==> config.mk <==
export PLATFORM = sky130hd
export DESIGN_NAME = mem_arbiter_flat
export DESIGN_NICKNAME = d
export VERILOG_FILES = /design/src/rtl/mem_arbiter_if.sv /design/src/rtl/mem_arbiter.sv /design/src/flat_wrapper.sv
export SDC_FILE = /design/constraint.sdc
export NUM_CORES = 1
export LEC_CHECK = 0
export CORE_MARGIN = 1.5
export CORE_UTILIZATION = 44
export CTS_CLUSTER_DIAMETER = 50
export DETAILED_ROUTE_END_ITERATION = 10
export GPL_ROUTABILITY_DRIVEN = 1
export PLACE_DENSITY = 0.93
export SYNTH_ARGS = -nofsm -noshare
export SYNTH_HDL_FRONTEND = slang
export SYNTH_SLANG_ARGS = --single-unit
==> constraint.sdc <==
create_clock -name clk -period 13 [get_ports clk]
set_input_delay 1.95 -clock clk [delete_from_list [all_inputs] [get_ports clk]]
set_output_delay 1.95 -clock clk [all_outputs]
set_load 0.05 [all_outputs]
==> src/rtl/mem_arbiter_if.sv <==
`default_nettype none
// ============================================================================
// Module      : mem_arbiter_if
// Description : Instruction, data and memory bus signals of mem_arbiter.
// Revision    : 1.0 - initial release
// ============================================================================
interface mem_arbiter_if;
   logic        i_req;
   logic [31:0] i_addr;
   logic [31:0] i_rdata;
   logic        i_ready;

   logic        d_req;
   logic        d_we;
   logic [3:0]  d_be;
   logic [31:0] d_addr;
   logic [31:0] d_wdata;
   logic [31:0] d_rdata;
   logic        d_ready;

   logic        m_cs_n;
   logic        m_rd;
   logic        m_wr;
   logic [3:0]  m_be;
   logic [31:0] m_addr;
   logic [31:0] m_wdata;
   logic [31:0] m_rdata;

   // arbiter side
   modport slave (
      input  i_req, i_addr, d_req, d_we, d_be, d_addr, d_wdata, m_rdata,
      output i_rdata, i_ready, d_rdata, d_ready,
      output m_cs_n, m_rd, m_wr, m_be, m_addr, m_wdata
   );

   // requesters and memory model side
   modport master (
      output i_req, i_addr, d_req, d_we, d_be, d_addr, d_wdata, m_rdata,
      input  i_rdata, i_ready, d_rdata, d_ready,
      input  m_cs_n, m_rd, m_wr, m_be, m_addr, m_wdata
   );
endinterface
`default_nettype wire

==> src/rtl/mem_arbiter.sv <==
`default_nettype none
// ============================================================================
// Module      : mem_arbiter
// Description : Round-robin arbiter sharing one wait-stated memory between
//               instruction-fetch and data ports, one access in flight.
// Revision    : 1.0 - initial release
// ============================================================================
module mem_arbiter #(
   parameter int WAIT_CYCLES = 1
) (
   input  logic          clk,
   input  logic          rst_n,
   mem_arbiter_if.slave  bus
);

   localparam logic [3:0] c_wait = 4'(WAIT_CYCLES);

   typedef enum logic [1:0] {
      ST_IDLE   = 2'd0,
      ST_ACCESS = 2'd1,
      ST_RESP   = 2'd2
   } state_t;

   state_t      r_state;
   state_t      w_state_next;

   logic [3:0]  r_cnt;
   logic        r_last_grant;
   logic        r_sel;
   logic [31:0] r_addr;
   logic        r_we;
   logic [3:0]  r_be;
   logic [31:0] r_wdata;
   logic [31:0] r_i_rdata;
   logic [31:0] r_d_rdata;

   logic        w_grant;
   logic        w_grant_d;
   logic        w_access_done;

   // On conflict the port opposite the previous grant wins
   assign w_grant       = (r_state == ST_IDLE) && (bus.i_req || bus.d_req);
   assign w_grant_d     = bus.d_req && (!bus.i_req || !r_last_grant);
   assign w_access_done = (r_state == ST_ACCESS) && (r_cnt == 4'd0);

   always_ff @(posedge clk or posedge rst_n) begin
      if (rst_n) begin
         r_state <= ST_IDLE;
      end else begin
         r_state <= w_state_next;
      end
   end

   always_comb begin
      w_state_next = r_state;
      bus.m_cs_n   = 1'b1;
      bus.m_rd     = 1'b0;
      bus.m_wr     = 1'b0;
      bus.m_be     = 4'h0;
      bus.i_ready  = 1'b0;
      bus.d_ready  = 1'b0;
      case (r_state)
         ST_IDLE: begin
            if (w_grant) begin
               w_state_next = ST_ACCESS;
            end
         end
         ST_ACCESS: begin
            bus.m_cs_n = 1'b0;
            bus.m_rd   = ~r_we;
            bus.m_wr   = r_we;
            bus.m_be   = r_be;
            if (w_access_done) begin
               w_state_next = ST_RESP;
            end
         end
         ST_RESP: begin
            bus.i_ready  = ~r_sel;
            bus.d_ready  = r_sel;
            w_state_next = ST_IDLE;
         end
         default: begin
            w_state_next = ST_IDLE;
         end
      endcase
   end

   always_ff @(posedge clk or posedge rst_n) begin
      if (rst_n) begin
         r_cnt        <= 4'd0;
         r_last_grant <= 1'b0;
         r_sel        <= 1'b0;
         r_addr       <= 32'h0;
         r_we         <= 1'b0;
         r_be         <= 4'h0;
         r_wdata      <= 32'h0;
         r_i_rdata    <= 32'h0;
         r_d_rdata    <= 32'h0;
      end else begin
         if (w_grant) begin
            r_sel        <= w_grant_d;
            r_last_grant <= w_grant_d;
            r_cnt        <= c_wait;
            r_wdata      <= bus.d_wdata;
            if (w_grant_d) begin
               r_addr <= bus.d_addr;
               r_we   <= bus.d_we;
               r_be   <= bus.d_be;
            end else begin
               r_addr <= bus.i_addr;
               r_we   <= 1'b0;
               r_be   <= 4'hF;
            end
         end else if (r_state == ST_ACCESS) begin
            if (r_cnt != 4'd0) begin
               r_cnt <= r_cnt - 4'd1;
            end else if (!r_sel) begin
               r_i_rdata <= bus.m_rdata;
            end else if (!r_we) begin
               // stores leave the data read register untouched
               r_d_rdata <= bus.m_rdata;
            end
         end
      end
   end

   assign bus.m_addr  = r_addr;
   assign bus.m_wdata = r_wdata;
   assign bus.i_rdata = r_i_rdata;
   assign bus.d_rdata = r_d_rdata;

endmodule
`default_nettype wire

==> src/flat_wrapper.sv <==
// flat-port wrapper written by rule: the top's interface ports become plain ports
module mem_arbiter_flat 
#(
   parameter int WAIT_CYCLES = 1
)
  (clk, rst_n, bus_i_req, bus_i_addr, bus_d_req, bus_d_we, bus_d_be, bus_d_addr, bus_d_wdata, bus_m_rdata, bus_i_rdata, bus_i_ready, bus_d_rdata, bus_d_ready, bus_m_cs_n, bus_m_rd, bus_m_wr, bus_m_be, bus_m_addr, bus_m_wdata);
  mem_arbiter_if bus_i ();
  input  logic clk;
  input  logic rst_n;
  input wire logic [$bits(bus_i.i_req)-1:0] bus_i_req;
  input wire logic [$bits(bus_i.i_addr)-1:0] bus_i_addr;
  input wire logic [$bits(bus_i.d_req)-1:0] bus_d_req;
  input wire logic [$bits(bus_i.d_we)-1:0] bus_d_we;
  input wire logic [$bits(bus_i.d_be)-1:0] bus_d_be;
  input wire logic [$bits(bus_i.d_addr)-1:0] bus_d_addr;
  input wire logic [$bits(bus_i.d_wdata)-1:0] bus_d_wdata;
  input wire logic [$bits(bus_i.m_rdata)-1:0] bus_m_rdata;
  output wire logic [$bits(bus_i.i_rdata)-1:0] bus_i_rdata;
  output wire logic [$bits(bus_i.i_ready)-1:0] bus_i_ready;
  output wire logic [$bits(bus_i.d_rdata)-1:0] bus_d_rdata;
  output wire logic [$bits(bus_i.d_ready)-1:0] bus_d_ready;
  output wire logic [$bits(bus_i.m_cs_n)-1:0] bus_m_cs_n;
  output wire logic [$bits(bus_i.m_rd)-1:0] bus_m_rd;
  output wire logic [$bits(bus_i.m_wr)-1:0] bus_m_wr;
  output wire logic [$bits(bus_i.m_be)-1:0] bus_m_be;
  output wire logic [$bits(bus_i.m_addr)-1:0] bus_m_addr;
  output wire logic [$bits(bus_i.m_wdata)-1:0] bus_m_wdata;
  assign bus_i.i_req = bus_i_req;
  assign bus_i.i_addr = bus_i_addr;
  assign bus_i.d_req = bus_d_req;
  assign bus_i.d_we = bus_d_we;
  assign bus_i.d_be = bus_d_be;
  assign bus_i.d_addr = bus_d_addr;
  assign bus_i.d_wdata = bus_d_wdata;
  assign bus_i.m_rdata = bus_m_rdata;
  assign bus_i_rdata = bus_i.i_rdata;
  assign bus_i_ready = bus_i.i_ready;
  assign bus_d_rdata = bus_i.d_rdata;
  assign bus_d_ready = bus_i.d_ready;
  assign bus_m_cs_n = bus_i.m_cs_n;
  assign bus_m_rd = bus_i.m_rd;
  assign bus_m_wr = bus_i.m_wr;
  assign bus_m_be = bus_i.m_be;
  assign bus_m_addr = bus_i.m_addr;
  assign bus_m_wdata = bus_i.m_wdata;
  mem_arbiter #(.WAIT_CYCLES(WAIT_CYCLES)) u_core (.clk(clk), .rst_n(rst_n), .bus(bus_i));
endmodule
==> results.yml <==
final_layout:
  final_common_cell: "clkdlybuf4s50_1"
  fin_nets: 847
  diodes: 0
  area_growth_pct: 58.91
  layout_common_cells: "clkdlybuf4s50_1 (273), dfrtp_1 (140), nand2_1 (67)"
  drive_gt1_frac: 0.1911
  multi_input_area_mm2: 0.002087
  seq_area_mm2: 0.003503
  fin_area_mm2: 0.009198
  stdcell_count: 894
  fillers: 841
worst_hold_path:
  worstHoldPathType: "register to register"
  hp-start: "u_core.bus.i_rdata[17]"
  worst_hold_path.endpoint: "u_core.bus.i_rdata[17]"
  hold_path_depth: 1
clock_network:
  cts_buffers: 17
  numClockSinks: 140
  ctsHoldBuffers: 0
  root_buffer: "clkbuf_16"
  cts_resized: 0
  clk_pin_slew_ns: 0.06
  clk_latency_ns: 0.41
  h-tree-depth: 4
  post_cts_buffers: 0
  cts_tree: "built"
  cts.path.max_buffers: 2
yosys:
  async_flop_share: 1.000
  synth_ff_type: "dfrtp_1"
  synth_area_mm2: 0.005788
  syn_inst: 442
  ys_seq_area_frac: 0.6053
  syn-num-nets: 580
  ys_types: 34
  synth_edf_count: 0
  ys_seq_elements: 140
  yosys_warnings: 0
  postSynthAreaPerCell_um2: 13.10
worst_setup_path:
  reg2reg_to: "u_core.bus.d_rdata[12]"
  cp_slowest_stage_delay_ns: 0.82
  worstReg2RegStart: "u_core.r_state[0]"
  crit_type: "register to primary output"
  crit_path_end_kind: "primary output"
  worstPathArrival_ns: 2.79
  crit_chain: "nor2b_1, inv_1, nor2_1, clkdlybuf4s50_1"
  cp_slowest_cell: "clkdlybuf4s50_1"
  r2r_slack_ns: 10.28
  required_ns: 11.05
  critPathLaunchType: "register"
  crit_path_max_fanout: 12
  worstRegToRegCells: 4
  path_buf_inv: 2
  critPathTopFamily: "buffers and inverters"
timing:
  fin_crit_sh: 0.3650
  max_freq_mhz: 210.8
  holdWs_ns: 0.5046
  fin_skew_ns: 0.01422
  finalHoldViolCount: 0
  worst-slew-pin-transition_ns: 0.8232
  grt_setup_unrepaired: "false"
  setup_tns_ns: 0
  relSlewSlack: 0.4512
  setup_violations: 0
  fin_crit_ns: 4.745
  slew_viol_final: 0
drt:
  routedWlPerCell_um: 19.56
  routed_wl_um: 17490
  drt_iter0_markers: 252
  antenna_left: 0
  vias: 4698
  viasPerCell: 5.255
  firstDrtPassIters: 4
  drc: 0
grt:
  grtUsageTotal: 0.2564
  grt_pass1_vias: 5022
  grt_overflow: 0
  grt_max_degree: 76
  antenna_found_initial: 0
  grt_first_pass_wirelength_um: 27870
pwr:
  p_total_w: 0.003086
  powerDensity_mw_per_mm2: 335.5
  power_leakage_nw: 3.909
  ir_drop_mv: 0.2107
floorplanning:
  num_rows: 41
  start_util: 0.4550
  die_w_um: 117.7
  placeableCoreArea_mm2: 0.01272
  die_area_mm2: 0.01385
  die_h_um: 117.7
  num_io_pins: 274
placed_design:
  hpwl_um: 12360
  gp_congestion: 0.7869
  dp_cells: 862
  place_area_mm2: 0.008607
  io_buffers: 273
flow_run:
  cap_violations: 0
status:
  outcome: "completed"
## where the power goes
part           switching, W  internal, W
logic               0.00114     0.000656
clock network      0.000180     0.000306
registers          0.000144     0.000660
## sequential cells by signal (all words and copies together) (netlist names)
| name | count |
|---|---|
| u_core.bus.d_rdata | 32 |
| u_core.bus.i_rdata | 32 |
| u_core.bus.m_addr | 32 |
| u_core.bus.m_wdata | 32 |
| u_core.r_be | 4 |
| u_core.r_cnt | 4 |
| u_core.r_last_grant | 1 |
| u_core.r_state | 2 |
| u_core.r_we | 1 |
## worst max-delay path by stage
stage	from	end	slack (ns)	depth (start not counted)
2_1_floorplan	rst_n	u_core.bus.d_rdata[0]	7.30	1
3_3_place_gp	bus_i_req	u_core.bus.m_wdata[10]	8.24	5
3_5_place_dp	bus_i_req	u_core.bus.m_wdata[3]	8.17	5
5_1_grt	u_core.r_state[0]	bus_m_rd	8.06	4
6_report	u_core.r_state[0]	bus_m_rd	8.26	4
4_1_cts	u_core.r_state[0]	bus_m_rd	8.24	4
## cells by family (layout without fill, tap and decap cells)
kind of cell,count (synthesis),count (layout),synth area share
mux,96,96,0.2062
buf+inv,37,317,0.03632
compound gates,80,80,0.08344
flops,140,140,0.6053
simple gates,88,88,0.06658
fa+ha+maj,1,1,0.002161
## metrics by stage
| stage | worst slack [ns] | util |
|---|---|---|
| 6_report | 8.255 | 0.7230 |
| 5_1_grt | 8.061 | 0.7230 |
| 4_1_cts | 8.235 | 0.7230 |
| 3_5_place_dp | 8.166 | 0.6765 |
| 3_3_place_gp | 8.240 | 0.6765 |
| 2_1_floorplan | 7.297 | - |
## routing by layer
metal,part of all wire,vias to the layer above,track usage
met3,0.071,38,0.07752
met1,0.38,2334,0.2974
met4,0.024,0,0.08765
met2,0.52,238,0.4510
met5,0,-,0
li1,-,2088,-
## synth_stat cells (2+ instances only)
cell        n  share of area
and2_1      7         0.0076
a21oi_1    34          0.029
dfrtp_1   140           0.61
buf_2       6         0.0052
buf_12      3          0.010
clkbuf_1   17          0.011
nor3b_1     2         0.0026
mux2_2     66           0.13
mux2_4     30          0.078
o22a_1      4         0.0061
a31oi_1    33          0.036
nor2_1      3         0.0019
buf_6       2         0.0039
o21ai_0     2         0.0017
buf_1       2         0.0013
nand2_1    67          0.043
inv_1       7         0.0045
## worst register-to-register path: stages (launching register included)
cell	delay [ns]
dfrtp_1	0.44
nor2b_1	0.63
inv_1	0.33
or4_4	0.79
mux2_4	0.41
## area by class of cell
class | instances | share of cell area
Tap cell | 172 | 0.02340
Timing Repair Buffer | 278 | 0.3012
Inverter | 7 | 0.003401
Sequential cell | 140 | 0.3809
Clock buffer | 21 | 0.04897
Multi-Input combinational cell | 265 | 0.2269
Clock inverter | 11 | 0.01524
Note: power is estimated with default switching activity, not from simulation.
